$ cat config.mk
export PLATFORM = sky130hd
export DESIGN_NAME = hazard_scoreboard
export DESIGN_NICKNAME = d
export VERILOG_FILES = /design/src/rtl/cpu_types_pkg.sv /design/src/rtl/hazard_slot_match.sv /design/src/rtl/hazard_scoreboard.sv
export SDC_FILE = /design/constraint.sdc
export NUM_CORES = 1
export LEC_CHECK = 0
export ABC_AREA = 1
export CAP_MARGIN = 0
export CORE_MARGIN = 4
export CORE_UTILIZATION = 45
export CTS_CLUSTER_SIZE = 40
export DETAILED_ROUTE_END_ITERATION = 10
export HOLD_SLACK_MARGIN = 0.12
export PLACE_DENSITY = 0.69
export REMOVE_ABC_BUFFERS = 1
export SLEW_MARGIN = 20
export SYNTH_ARGS = -nofsm -noshare
export SYNTH_HDL_FRONTEND = slang
export SYNTH_SLANG_ARGS = --single-unit
export TNS_END_PERCENT = 10
$ cat constraint.sdc
create_clock -name CLK -period 4.5 [get_ports CLK]
set_input_delay 0.9 -clock CLK [delete_from_list [all_inputs] [get_ports CLK]]
set_output_delay 0.9 -clock CLK [all_outputs]
set_load 0.005 [all_outputs]
$ cat src/rtl/cpu_types_pkg.sv
// Shared types for the pipeline hazard logic: memory-handshake state encoding
// and the width helper for the bypass-select buses.
package cpu_types_pkg;

   typedef enum logic {
      MEM_IDLE = 1'b0,
      MEM_WAIT = 1'b1
   } mem_state_t;

   // Bypass select encodes 0 = register file, k = slot k-1, so it needs DEPTH+1 codes.
   function automatic int fwd_width(input int depth);
      return $clog2(depth + 1);
   endfunction

endpackage

$ cat src/rtl/hazard_slot_match.sv
// Compares one ID-stage source register against every in-flight writer slot and
// reports the youngest match and whether that match is a load-use conflict.
module hazard_slot_match
   import cpu_types_pkg::*;
#(
   parameter int AW    = 5,
   parameter int DEPTH = 3
) (
   input  logic [AW-1:0]             src,
   input  logic [DEPTH-1:0]          valid,
   input  logic [DEPTH-1:0]          load,
   input  logic [DEPTH-1:0][AW-1:0]  wsel,
   output logic                      hit,
   output logic [fwd_width(DEPTH)-1:0] idx,
   output logic                      load_use
);

   localparam int FW = fwd_width(DEPTH);

   logic ld;

   // Scan oldest to youngest so the lowest matching slot index wins.
   always_comb begin
      hit = 1'b0;
      idx = '0;
      ld  = 1'b0;
      for (int i = DEPTH - 1; i >= 0; i--) begin
         if (valid[i] && (wsel[i] == src) && (src != '0)) begin
            hit = 1'b1;
            idx = FW'(i);
            ld  = load[i];
         end
      end
      load_use = hit & (idx == '0) & ld;
   end

endmodule

$ cat src/rtl/hazard_scoreboard.sv
// Pipeline hazard unit: tracks in-flight writers, selects operand bypass, and
// arbitrates memory stalls, branch flushes and RAW stalls into latch controls.
//
//   state    | meaning
//   MEM_IDLE | no data-memory request outstanding
//   MEM_WAIT | request issued, waiting for dhit; front of pipe frozen
module hazard_scoreboard
   import cpu_types_pkg::*;
#(
   parameter int NREG       = 32,
   parameter int DEPTH      = 3,
   parameter int FWD_EN     = 1,
   parameter int BR_PENALTY = 1
) (
   input  logic                          CLK,
   input  logic                          nRST,
   input  logic [$clog2(NREG)-1:0]       rsel1_id,
   input  logic [$clog2(NREG)-1:0]       rsel2_id,
   input  logic [$clog2(NREG)-1:0]       wsel_id,
   input  logic                          wen_id,
   input  logic                          load_id,
   input  logic                          dmemREN,
   input  logic                          dmemWEN,
   input  logic                          dhit,
   input  logic                          brtkn_ex,
   output logic                          ifid_en,
   output logic                          idex_en,
   output logic                          exmem_en,
   output logic                          memwb_en,
   output logic                          ifid_sRST,
   output logic                          idex_sRST,
   output logic                          exmem_sRST,
   output logic [fwd_width(DEPTH)-1:0]   fwd1_sel,
   output logic [fwd_width(DEPTH)-1:0]   fwd2_sel,
   output logic [31:0]                   stall_cnt
);

   localparam int         AW  = $clog2(NREG);
   localparam int         FW  = fwd_width(DEPTH);
   localparam logic [1:0] BRP = 2'(BR_PENALTY);

   logic [DEPTH-1:0]          slot_valid;
   logic [DEPTH-1:0]          slot_load;
   logic [DEPTH-1:0][AW-1:0]  slot_wsel;

   mem_state_t mstate, mstate_nxt;
   logic [1:0] fcnt;
   logic       br_pend, br_arm;
   logic       mem_stall, flush, raw_stall, br_eff;
   logic       hit1, hit2, lu1, lu2;
   logic [FW-1:0] idx1, idx2;

   hazard_slot_match #(.AW(AW), .DEPTH(DEPTH)) u_match1 (
      .src(rsel1_id), .valid(slot_valid), .load(slot_load), .wsel(slot_wsel),
      .hit(hit1), .idx(idx1), .load_use(lu1)
   );

   hazard_slot_match #(.AW(AW), .DEPTH(DEPTH)) u_match2 (
      .src(rsel2_id), .valid(slot_valid), .load(slot_load), .wsel(slot_wsel),
      .hit(hit2), .idx(idx2), .load_use(lu2)
   );

   always_comb begin
      mstate_nxt = mstate;
      mem_stall  = 1'b0;
      case (mstate)
         MEM_IDLE: begin
            if ((dmemREN | dmemWEN) & ~dhit) begin
               mstate_nxt = MEM_WAIT;
               mem_stall  = 1'b1;
            end
         end
         MEM_WAIT: begin
            if (dhit) mstate_nxt = MEM_IDLE;
            else      mem_stall  = 1'b1;
         end
         default: mstate_nxt = MEM_IDLE;
      endcase
   end

   // A branch seen during a memory stall is replayed via br_arm once the stall clears.
   always_comb begin
      br_eff     = brtkn_ex | br_arm;
      flush      = br_eff | (fcnt != 2'd0);
      raw_stall  = (FWD_EN != 0) ? (lu1 | lu2) : (hit1 | hit2);
      ifid_en    = 1'b1;
      idex_en    = 1'b1;
      exmem_en   = 1'b1;
      memwb_en   = 1'b1;
      ifid_sRST  = 1'b0;
      idex_sRST  = 1'b0;
      exmem_sRST = 1'b0;
      if (!nRST) begin
         if (mem_stall) begin
            ifid_en  = 1'b0;
            idex_en  = 1'b0;
            exmem_en = 1'b0;
         end else if (flush) begin
            ifid_sRST = 1'b1;
            idex_sRST = 1'b1;
         end else if (raw_stall) begin
            ifid_en   = 1'b0;
            idex_sRST = 1'b1;
         end
      end
      fwd1_sel = (nRST || FWD_EN == 0 || !hit1) ? '0 : idx1 + FW'(1);
      fwd2_sel = (nRST || FWD_EN == 0 || !hit2) ? '0 : idx2 + FW'(1);
   end

   always_ff @(posedge CLK) begin
      if (nRST) begin
         slot_valid <= '0;
         slot_load  <= '0;
         slot_wsel  <= '0;
         mstate     <= MEM_IDLE;
         fcnt       <= 2'd0;
         br_pend    <= 1'b0;
         br_arm     <= 1'b0;
         stall_cnt  <= 32'd0;
      end else begin
         mstate <= mstate_nxt;
         if (idex_en) begin
            slot_valid <= {slot_valid[DEPTH-2:0], wen_id & ~idex_sRST & (wsel_id != '0)};
            slot_load  <= {slot_load[DEPTH-2:0], load_id};
            slot_wsel  <= {slot_wsel[DEPTH-2:0], wsel_id};
         end
         if (mem_stall) begin
            if (brtkn_ex) br_pend <= 1'b1;
         end else begin
            br_pend <= 1'b0;
            br_arm  <= br_pend;
            if (br_eff)              fcnt <= BRP;
            else if (fcnt != 2'd0)   fcnt <= fcnt - 2'd1;
         end
         if (!ifid_en && (stall_cnt != 32'hFFFF_FFFF))
            stall_cnt <= stall_cnt + 32'd1;
      end
   end

endmodule

## Word-level counts from Yosys, hierarchy flattened

Cells that the tools add are included.

| cells by class | value |
|---|---|
| add/sub/neg operators | 4 |
| equal/unequal tests | 7 |
| bitwise logic cells | 15 |
| reduce and logical (&&, ||, !) cells | 27 |
| mux-type cells | 38 |

Operator list:

| cell | number |
|---|---|
| 32-bit by 1-bit adder with 32-bit output (second input constant) | 1 |
| 32-bit inequality test (second input constant) | 1 |
| 5-bit equality test | 6 |
| 1-bit 2-to-1 mux | 27 |
| 2-bit 2-to-1 mux | 10 |
| 5-bit nonzero test | 3 |
| 1-bit logical AND | 13 |
| 1-bit AND | 7 |
| 2-bit by 1-bit adder with 2-bit output (second input constant) | 2 |
| 2-bit zero test | 2 |
| 1-bit NOT | 4 |
| 1-bit bitwise OR | 4 |
| 2-bit nonzero test | 2 |
| 1-bit zero test | 3 |
| 1-bit logical OR | 2 |
| 1-bit case mux with 2 select lines | 1 |
| 2-bit AND reduction | 1 |
| 2-bit OR reduction | 1 |
| 2-bit by 1-bit subtractor with 2-bit output (second input constant) | 1 |

| storage, ports and cells | value |
|---|---|
| bits in registers | 58 |
| input bits | 23 |

## Longest topological paths before layout

Gate-level depths: netlist of run 1.

| depth | value |
|---|---|
| depth in word-level cells | 17 |
| mapped depth | 18 |
| mapped depth without buffers | 18 |

## Modules after synthesis

A second synthesis of run 1 with hierarchy kept.

| second synthesis, totals | value |
|---|---|
| cells, all modules | 636 |
| area total of the unflattened synthesis | 3854.9 µm² |

By module, submodules not included:

| module | times used | area each (µm²) | sequential area each (µm²) | cells each |
|---|---|---|---|---|
| hazard_scoreboard | 1 | 3091.7 | 1161.1 | 462 |
| hazard_slot_match | 2 | 381.6 | 0.0 | 87 |

## Worst setup path before layout of run 1

No wires, ideal clock.

| timing path | value |
|---|---|
| path kind | in2out |
| from | input port rsel2_id[0] |
| to | output port ifid_en |
| slack | 1.402 ns |
| stages | 14 |
| arrival | 2.198 ns |
| required time | 3.600 ns |
| cells stage by stage | inv_2 -> nand2_1 -> nand3_1 -> or2_1 -> nor2_2 -> inv_1 -> nand3_1 -> ha_1 -> nand2_1 -> nor2_1 -> nand2_2 -> nand3_4 -> buf_6 -> nand2_1 |

| on the way | value |
|---|---|
| word-level cells in the longest chain between the ends | 14 |

Ends and longest elaborated chain:

| element | RTL line | RTL |
|---|---|---|
| start: declaration | hazard_scoreboard.sv:18 | `input logic [$clog2(NREG)-1:0] rsel2_id,` |
| 5-bit equality test | hazard_slot_match.sv:28 | `if (valid[i] && (wsel[i] == src) && (src != '0)) begin` |
| 1-bit logical AND (2 in a row) | hazard_slot_match.sv:28 |  |
| 2-bit 2-to-1 mux (3 in a row) | hazard_slot_match.sv:28 |  |
| 2-bit zero test | hazard_slot_match.sv:34 | `load_use = hit & (idx == '0) & ld;` |
| 1-bit AND | hazard_slot_match.sv:34 |  |
| 1-bit AND (*) | hazard_slot_match.sv:34 |  |
| 1-bit bitwise OR (*) | hazard_scoreboard.sv:85 | `raw_stall = (FWD_EN != 0) ? (lu1 \| lu2) : (hit1 \| hit2);` |
| 1-bit 2-to-1 mux (*) | hazard_scoreboard.sv:101 | `end else if (raw_stall) begin` |
| 1-bit 2-to-1 mux (*) | hazard_scoreboard.sv:98 | `end else if (flush) begin` |
| 1-bit 2-to-1 mux (*) | hazard_scoreboard.sv:94 | `if (mem_stall) begin` |
| 1-bit 2-to-1 mux (*) | hazard_scoreboard.sv:93 | `if (!nRST) begin` |
| end: declaration | hazard_scoreboard.sv:26 | `output logic ifid_en,` |

Every way passes the cells marked *; elsewhere a longest branch is shown, timed or not.

## Worst setup path after layout of run 1

| timing path | value |
|---|---|
| from | input port rsel2_id[1] |
| to | output port idex_sRST |

| on the way | value |
|---|---|
| word-level cells in the longest chain between the ends | 14 |

Ends and longest elaborated chain:

| element | RTL line | RTL |
|---|---|---|
| 5-bit equality test | hazard_slot_match.sv:28 |  |
| 1-bit logical AND (2 in a row) | hazard_slot_match.sv:28 |  |
| 2-bit 2-to-1 mux (3 in a row) | hazard_slot_match.sv:28 |  |
| 2-bit zero test | hazard_slot_match.sv:34 |  |
| 1-bit AND | hazard_slot_match.sv:34 |  |
| 1-bit AND (*) | hazard_slot_match.sv:34 |  |
| 1-bit bitwise OR (*) | hazard_scoreboard.sv:85 |  |
| 1-bit 2-to-1 mux (*) | hazard_scoreboard.sv:101 |  |
| 1-bit 2-to-1 mux (*) | hazard_scoreboard.sv:98 |  |
| 1-bit 2-to-1 mux (*) | hazard_scoreboard.sv:94 |  |
| 1-bit 2-to-1 mux (*) | hazard_scoreboard.sv:93 |  |
| end: declaration | hazard_scoreboard.sv:31 | `output logic idex_sRST,` |

Marked as above.

==> impl_results.md, run 1 <==
- Outcome: finished, final reports clean
- Worst Path Arrival: 3.40 ns
- Flop and latch count out of synthesis: 58
- Initial antenna violation count: 0
- Pwr dens: 268 nW/µm²
- Synthesis-to-finish area growth: 23.9%
- Chip width: 99.2 µm
- Total Wirelength: 10900 µm
- Post-cts repair resize count: 0
- Final net count: 663
- Number of global-route vias before repair: 3767
- Seq/Total Area, Yosys: 31.0%
- VDD IR max: 0.176 mV
- Routed len/inst: 14.7 µm
- WHS: 0.486 ns
- Maximum clock path buffer count: 2
- Clock slew at reported path FFs: 0.07 ns
- Crit-path cells: clkdlybuf4s50_1 -> nor2_1 -> nand2_1 -> nor2_2 -> or2_1 -> nor2_2 -> inv_1 -> nand3_1 -> ha_1 -> nand2_1 -> nor2_1 -> nand2_2 -> nand2_1 -> nand2_1 -> nand2_1 -> clkdlybuf4s50_1
- Num ports: 66
- Worst Path Max Fanout: 7
- Synth warn: 0
- Buf/Inv on CP: 3
- Clk_lat worst skew: 0.33 ns
- Initial core utilization: 47.4%
- TNS Setup: 0 ns
- Chip height: 99.2 µm
- Final min period: 4.30 ns
- Final worst-path setup slack: 0.204 ns
- Overflow after GRT: 0
- # diodes: 0
- Post-CTS Hold Buffers: 0
- Sink count of the clock tree: 58
- First-pass GRT wire length: 18100 µm
- Drt pass-1 iters: 6
- Slew HR: 59.8%
- Slowest stage delay, CP: 0.60 ns
- Syn_area_per_cell: 6.47 µm²
- Crit. End Element: output pin
- TritonCTS Buffers: 9
- CTS H-tree lvls: 3
- CTS tree: yes
- Detailed placement HPWL: 8260 µm
- Worst Path Required: 3.60 ns
- Worst Clk Skew: 0.00495 ns
- Place WS: 0.198 ns
- Fin crit share: 95.5%
- Worst Path Class, Setup: in2out
- CORE AREA: 7890 µm²
- Critical Path Most Common Cell: nand2_1
- Type of the worst min-delay path: reg2reg
- Slew @ Worst Pin: 0.598 ns
- Slew Viols, Final: 0
- Residual DRC: 0
- Row count: 32
- Die area: 9830 µm²
- Fraction of layout cells with a size suffix above 1: 5.77%
- Post-synth cell types: 32
- Largest net degree at the start of global routing: 35
- Mapped Area: 3740 µm²
- Fill count: 759
- Vias: 4024
- DRT iter0 DRCs: 314
- Leakage Power: 1.80 nW
- Placer congestion estimate: 0.937
- Startpoint type of the worst setup path: input pin
- GR Util All Layers: 22.6%
- CP top delay family: buffers and inverters
- Port Buffers: 63
- DRT antenna net count: 0
- Unrepaired setup endpoints after global routing: false
- Fin. Hold Viols: 0
- Slowest stage cell, crit path: clkdlybuf4s50_1
- CTS root buffer: clkbuf_8
- Maximum clock frequency: 233 MHz
- Post-CTS setup buffers: 0
- Number of max-cap violations: 0
- Vias per Instance: 5.42
- # setup viols final: 0
- Syn Inst Count: 578
-- area by class of cell --
class | instances | area (µm²) | area share (%)
sequential | 58 | 1160 | 25.1
timing repair buffer | 69 | 678 | 14.6
multi-input combinational | 426 | 2170 | 46.8
inverter | 72 | 270 | 5.83
tap | 102 | 128 | 2.75
clock inverter | 6 | 90.1 | 1.94
clock buffer | 10 | 138 | 2.97
-- cell usage after synthesis (all sizes together) --
| cell | instances | area (µm²) |
|---|---|---|
| ha | 4 | 50.1 |
| o311ai | 1 | 8.76 |
| clkbuf | 12 | 45.0 |
| a22o | 1 | 8.76 |
| nand3 | 21 | 135 |
| o32ai | 1 | 8.76 |
| dfxtp | 58 | 1160 |
| nor4 | 4 | 25.0 |
| xor2 | 21 | 184 |
| conb | 2 | 7.51 |
| buf | 10 | 95.1 |
| nor3 | 14 | 75.1 |
| o21ai | 16 | 80.1 |
| nand2 | 164 | 618 |
| o22ai | 14 | 87.6 |
| xnor2 | 17 | 149 |
| inv | 70 | 263 |
| clkinv | 2 | 7.51 |
| a21oi | 34 | 170 |
| or2 | 1 | 6.26 |
| nand3b | 1 | 7.51 |
| nand4 | 45 | 288 |
| nor2 | 65 | 259 |
-- kinds of logic after synthesis --
kind of cell / count (synthesis) / share of synthesized area (%)
simple gates: 315 / 37.8
buf+inv: 94 / 11.0
compound gates: 67 / 9.74
flops: 58 / 31.0
xor+xnor: 38 / 8.90
fa+ha+maj: 4 / 1.34
other cells: 2 / 0.201
-- layout by cell type (no fill, tap or decap), types with 2 or more instances in the layout --
master | netlist | layout
a21oi_1 | 34 | 34
inv_2 | 3 | 3
xnor2_1 | 17 | 17
clkdlybuf4s50_1 | 0 | 62
nand2_1 | 163 | 163
nor2_1 | 59 | 59
o22ai_1 | 14 | 14
ha_1 | 4 | 4
clkbuf_8 | 0 | 10
nand3_1 | 18 | 18
clkinv_4 | 0 | 2
nor2_2 | 6 | 6
nand4_1 | 44 | 44
o21ai_0 | 16 | 16
conb_1 | 2 | 2
dfxtp_1 | 58 | 58
buf_4 | 3 | 6
inv_1 | 67 | 67
nor4_1 | 4 | 4
bufinv_16 | 0 | 2
nor3_1 | 13 | 13
clkinv_1 | 2 | 2
xor2_1 | 21 | 21
nand3_4 | 2 | 2
-- flip-flops by register name, summed over array words and instances, names as in the netlist --
name,count
br_arm,1
br_pend,1
fcnt,2
mstate,1
slot_load,3
slot_valid,3
slot_wsel,15
stall_cnt,32
-- power by group --
group / switching [W] / internal, W / leakage [nW]
sequential: 0.00000977 / 0.000526 / 0.470
clock: 0.000225 / 0.000328 / 0.112
combinational: 0.0000952 / 0.0000577 / 1.22
total: 0.000330 / 0.000912 / 1.80
-- layer usage --
layer	share of wire, %	global-route usage, %	vias to the layer above
met2	44	34.5	155
met1	46	30.8	1848
li1	-	-	2006
met4	1.3	8.40	0
met5	0	0	-
met3	8.0	5.54	15
-- worst paths after layout --
path,to,cells after the start,slack [ns],startpoint
hold / removal,br_arm$_SDFFE_PP0N_,1,0.49,br_pend$_SDFFE_PP0P_
setup reg to reg,stall_cnt[15]$_SDFFE_PP0P_,16,1.67,slot_wsel[0]$_SDFFE_PP0P_
setup / recovery,idex_sRST,16,0.20,rsel2_id[1]
hold reg to reg,br_arm$_SDFFE_PP0N_,1,0.49,br_pend$_SDFFE_PP0P_
-- through the flow --
stage | instances | util (%) | cell area, µm² | power [W]
after global placement | 727 | 55.8 | 4400 | 0.000697
after CTS | 743 | 58.7 | 4630 | 0.00125
after detailed placement | 727 | 55.8 | 4400 | 0.000699
final | 743 | 58.7 | 4630 | 0.00124
after floorplan | 556 | - | 3600 | 0.000626
after global routing | 743 | 58.7 | 4630 | 0.00129
Power figures use the tool's default switching activity.
==> inputs of run 2 (changes only) <==
CORE_MARGIN = 1   (was 4)
CORE_UTILIZATION = 58   (was 45)
PLACE_DENSITY = 0.86   (was 0.69)
SETUP_SLACK_MARGIN = 0.5   (was not set)
==> run 2 against run 1 <==
Maximum frequency is 9.7% higher. Clock skew grew 0.0044 ns. Sequential power about the same. Utilization up 17 points. Global-route usage rose by 12 points. Die area shrank 31%. Highest routed layer unchanged.
==> impl_results.md, run 2 (synthesis gave the netlist of run 1 again) <==
- Outcome: finished, final reports clean
- Internal cell power: 0.000865 W
- Chip height: 82.3 µm
- Total Wirelength: 10800 µm
- Final worst-path setup slack: 0.585 ns
- Fin crit share: 87.0%
- Synthesis-to-finish area growth: 22.5%
- Post-CTS Hold Buffers: 0
- Num ports: 66
- Placer congestion estimate: 0.958
- Reg power frac: 45.0%
- Worst Clk Skew: 0.00936 ns
- Crit-path cells: dlygate4sd2_1 -> inv_1 -> nand2_1 -> nand3_1 -> nor2_1 -> nand2_2 -> inv_1 -> nand2_1 -> ha_1 -> nand2_1 -> nor2_1 -> nand2_1 -> nand3_4 -> nand2_2 -> clkdlybuf4s50_1
- GR Util All Layers: 34.6%
- Place WS: 0.188 ns
- Routed len/inst: 15.1 µm
- Row count: 28
- Psw: 0.000326 W
- Met1 WL: 4900 µm
- Overflow after GRT: 0
- Detailed placement HPWL: 8050 µm
- TNS Setup: 0 ns
- DRT iter0 DRCs: 368
- Die area: 6770 µm²
- Maximum clock frequency: 255 MHz
- Vias: 4094
- Buf/Inv on CP: 4
- Type of the worst min-delay path: reg2reg
- Sink count of the clock tree: 58
- VDD IR max: 0.251 mV
- Combinational power share: 12.9%
- Unrepaired setup endpoints after global routing: true
- Final net count: 665
- Residual DRC: 0
- Fill count: 443
- Biggest registers after layout: stall_cnt: 32 flops, slot_wsel: 15 flops
- Critical Path Most Common Cell: nand2_1
- # diodes: 0
- Met2 routed WL: 4710 µm
- Maximum clock path buffer count: 2
- Slowest stage delay, CP: 0.51 ns
- Slew HR: 55.9%
- Sw frac: 27.4%
- Clk_lat worst skew: 0.34 ns
- Worst Path Required: 3.60 ns
- CTS H-tree lvls: 3
- Number of max-cap violations: 0
- CTS root buffer: clkbuf_8
- Fraction of layout cells with a size suffix above 1: 8.09%
- Drt pass-1 iters: 8
- CTS tree: yes
- Most common cell after layout, fill and taps aside: nand2_1
- Clock slew at reported path FFs: 0.06 ns
- Most frequent cells in the layout: 160 x nand2_1, 65 x inv_1, 58 x dfxtp_1
- Largest net degree at the start of global routing: 35
- CORE AREA: 6060 µm²
- Vias per Instance: 5.70
- TritonCTS Buffers: 9
- Met3 routed WL: 1070 µm
- Initial core utilization: 61.7%
- Biggest register: stall_cnt
- Final min period: 3.92 ns
- Max reg flops: 32
- Fin. Hold Viols: 0
- Worst Path Arrival: 3.02 ns
- Worst Path Max Fanout: 6
- # setup viols final: 0
- First-pass GRT wire length: 17600 µm
- Max layer used: met4
- Startpoint type of the worst setup path: input pin
- Worst Path Class, Setup: in2out
- DRT antenna net count: 0
- Initial antenna violation count: 0
- Slowest stage cell, crit path: clkdlybuf4s50_1
- Design Power: 0.00119 W
- Number of global-route vias before repair: 3560
- Chip width: 82.3 µm
- Slew @ Worst Pin: 0.656 ns
- Port Buffers: 63
- Crit. End Element: output pin
- CP top delay family: buffers and inverters
- Clock Power Share: 42.1%
- Slew Viols, Final: 0
- Leakage Power: 1.82 nW
- Pwr dens: 260 nW/µm²
[run 2: cell types whose count changed in the layout (fill, tap and decap cells not counted), sizes merged]
cell | previous run | this run
buf | 6 | 8
bufinv | 2 | 1
clkbuf | 10 | 15
clkdlybuf4s15 | 0 | 1
clkdlybuf4s50 | 62 | 52
dlygate4sd2 | 0 | 5
[run 2: power groups by stage]
stage                     Sequential [W]  Combinational (W)  Clock, W
final                           0.000536           0.000153  0.000501
after global routing            0.000537           0.000168  0.000527
after CTS                       0.000536           0.000151  0.000500
after detailed placement        0.000547           0.000151         0
after global placement          0.000547           0.000148         0
after floorplan                 0.000544          0.0000819         0
[run 2: final timing paths]
kind                           endpoint  slack (ns)  depth (start not counted)                      start
max                             ifid_en        0.58                         15                rsel1_id[1]
min reg2reg        fcnt[1]$_SDFFE_PP0P_        0.49                          2       fcnt[1]$_SDFFE_PP0P_
max reg2reg  stall_cnt[18]$_SDFFE_PP0P_        1.71                         17  slot_wsel[3]$_SDFFE_PP0P_
min                fcnt[1]$_SDFFE_PP0P_        0.49                          2       fcnt[1]$_SDFFE_PP0P_
[run 2: layer usage]
layer,vias up,global-route usage [%]
met5,-,0
met4,0,9.82
met3,23,8.79
met2,220,51.0
met1,1832,49.2
li1,2019,-
[run 2: repair_timing]
item,CTS,global route
pin swaps,2,2
buffers inserted,1,0
endpoints found under the setup margin,4,4
resized for setup,23,6
[run 2: stage by stage]
| stage | area (µm²) | hold WS, ns | instances | utilization, % |
|---|---|---|---|---|
| after floorplan | 3600 | 0.443 | 556 | - |
| after global placement | 4380 | 0.464 | 701 | 72.2 |
| after detailed placement | 4380 | 0.470 | 701 | 72.2 |
| after CTS | 4600 | 0.487 | 718 | 75.8 |
| after global routing | 4580 | 0.505 | 718 | 75.6 |
| final | 4580 | 0.489 | 718 | 75.6 |
[run 2: worst register-to-register path, stage by stage (launching register included)]
cell	delay, ns
dfxtp_1	0.33
inv_1	0.10
nand2_1	0.08
o21ai_0	0.13
nor2_1	0.11
nand3b_1	0.09
nor2_2	0.16
inv_1	0.10
nand3_1	0.08
ha_1	0.14
nand2_1	0.05
nor2_1	0.14
nand2_2	0.09
nand3_4	0.07
buf_4	0.32
nand3_4	0.41
nand2_1	0.20
a21oi_1	0.08
[run 2: area by class of cell]
| class | count | area [µm²] | area share, % |
|---|---|---|---|
| clock inverters | 5 | 52.6 | 1.15 |
| multi-input cells | 426 | 2180 | 47.7 |
| flip-flops and latches | 58 | 1160 | 25.3 |
| well taps | 75 | 93.8 | 2.05 |
| inverters | 72 | 270 | 5.90 |
| repair buffers | 71 | 668 | 14.6 |
| clock buffers | 11 | 151 | 3.31 |
==> inputs of run 3 (changes only) <==
CORE_UTILIZATION = 48   (was 58)
PLACE_DENSITY = 0.76   (was 0.86)
REMOVE_ABC_BUFFERS = not set   (was 1)
clock period = 3.5 ns   (was 4.5 ns; I/O delays follow)
==> run 3 against run 2 <==
Die area up 20%. Count of clock-buffer cells in the layout increased by 3. Utilization decreased by 6.1 points. Wire length grew 5.4%. Global-route usage decreased by 6.2 points. Critical endpoint is now idex_sRST. Largest power group unchanged. Highest routed layer unchanged.
==> impl_results.md, run 3 (synthesis gave the netlist of run 1 again) <==
- Maximum clock frequency: 338 MHz
- Fin cells: 784
- FF-to-FF path depth: 21
- Synthesis-to-finish area growth: 37.7%
- Final net count: 707
- Slowest stage cell, crit path: nand3b_1
- TNS Setup: 0 ns
- Hold endpoint: br_arm$_SDFFE_PP0N_
- Drt pass-1 iters: 5
- Clock slew at reported path FFs: 0.06 ns
- Worst Path Arrival: 2.26 ns
- Startpoint type of the worst setup path: input pin
- Routed len/inst: 14.6 µm
- Slowest stage delay, CP: 0.18 ns
- Die area: 8150 µm²
- TritonCTS Buffers: 9
- Num ports: 66
- Placement Cell Area: 4610 µm²
- Fraction of layout cells with a size suffix above 1: 21.5%
- CTS tree: yes
- Post-CTS Hold Buffers: 0
- Chip height: 90.3 µm
- Vias: 4255
- GR Util All Layers: 28.4%
- Biggest register: stall_cnt
- Placer congestion estimate: 0.954
- CTS root buffer: clkbuf_8
- # diodes: 0
- Min-Delay Path Depth: 1
- Worst hold start: br_pend$_SDFFE_PP0P_
- Leakage Power: 2.10 nW
- Worst Path Class, Setup: in2out
- Worst Clk Skew: 0.0100 ns
- Fill count: 632
- Maximum clock path buffer count: 2
- Reg-to-Reg End: stall_cnt[12]$_SDFFE_PP0P_
- Biggest registers after layout: stall_cnt: 32 flops, slot_wsel: 15 flops
- Outcome: finished, final reports clean
- Fin crit share: 84.6%
- Crit. End Element: output pin
- DRT antenna net count: 0
- Chip width: 90.3 µm
- Cells after DPL: 751
- Type of the worst min-delay path: reg2reg
- Worst Path Required: 2.80 ns
- Row count: 31
- Max reg flops: 32
- Buf/Inv on CP: 4
- Fin. Hold Viols: 0
- CP top delay family: simple AND/OR/NAND/NOR gates
- Overflow after GRT: 0
- CORE AREA: 7410 µm²
- Largest net degree at the start of global routing: 32
- First-pass GRT wire length: 18700 µm
- Pwr dens: 306 nW/µm²
- Reg2Reg Launch Point: slot_wsel[3]$_SDFFE_PP0P_
- # setup viols final: 0
- Unrepaired setup endpoints after global routing: true
- Initial antenna violation count: 0
- Slew @ Worst Pin: 0.626 ns
- Levels on crit path: 15
- Worst Path Max Fanout: 3
- Clk_lat worst skew: 0.34 ns
- Initial core utilization: 50.5%
- Vias per Instance: 5.43
- Final min period: 2.96 ns
- Slew Viols, Final: 0
- Final Instance Area: 5150 µm²
- VDD IR max: 0.212 mV
- Number of global-route vias before repair: 3792
- Port Buffers: 63
- Slew HR: 57.9%
- Setup slack, reg-to-reg: 0.83 ns
- Total Wirelength: 11400 µm
- Number of max-cap violations: 0
- DRT iter0 DRCs: 278
- Most common cell after layout, fill and taps aside: nand2_1
- Detailed placement HPWL: 8010 µm
- CTS H-tree lvls: 3
- Synth Net Count: 605
- Most frequent cells in the layout: 146 x nand2_1, 58 x inv_1, 56 x dfxtp_1
- Crit-path cells: buf_4 -> buf_6 -> xor2_2 -> nand3b_1 -> nor2_2 -> inv_2 -> nand2_2 -> ha_4 -> nand2_2 -> nor2_2 -> nand2_2 -> nand2_1 -> nand2_1 -> nand2_1 -> buf_2
- Residual DRC: 0
- Sink count of the clock tree: 58
==> run 3: what timing repair did <==
item                                    CTS  global route
endpoints found under the hold margin     0             0
gates resized for setup                  79            64
endpoints found under the setup margin   39            40
setup buffers                            16             1
pin swaps                                25            30
==> run 3: layout make-up <==
| type | instances | area, µm² | area share [%] |
|---|---|---|---|
| Tap cell | 99 | 124 | 2.41 |
| Inverter | 72 | 270 | 5.25 |
| Multi-Input combinational cell | 426 | 2400 | 46.7 |
| Clock buffer | 14 | 163 | 3.16 |
| Sequential cell | 58 | 1160 | 22.6 |
| Clock inverter | 2 | 35.0 | 0.680 |
| Timing Repair Buffer | 113 | 990 | 19.2 |
==> run 3: stage by stage <==
stage	hold slack [ns]	util (%)	total power, W	setup slack, ns
3_3_place_gp	0.464	62.3	0.000912	-0.293
4_1_cts	0.481	67.6	0.00156	0.380
3_5_place_dp	0.463	62.3	0.000916	-0.338
5_1_grt	0.493	69.5	0.00165	0.435
6_report	0.484	69.5	0.00158	0.538
2_1_floorplan	0.443	-	0.000825	0.802
==> run 3: power breakdown <==
group,switching [W],internal (W),total [W]
logic,0.000144,0.000104,0.000248
registers,0.0000138,0.000677,0.000691
clock network,0.000269,0.000368,0.000637
==> run 3: how the worst max path moves through the flow <==
stage / slack (ns) / startpoint / to
after global routing: 0.44 / slot_wsel[1]$_SDFFE_PP0P_ / idex_sRST
after CTS: 0.38 / rsel2_id[4] / idex_sRST
after floorplan: 0.80 / rsel2_id[0] / ifid_en
after detailed placement: -0.34 / rsel2_id[0] / idex_sRST
final: 0.54 / rsel2_id[2] / idex_sRST
after global placement: -0.29 / rsel1_id[1] / idex_sRST
==> run 3: metal layers <==
metal,global-route usage [%],share of wire (%)
met5,0,0
met2,42.7,46
met3,4.55,7.1
met4,10.5,2.2
met1,40.6,45
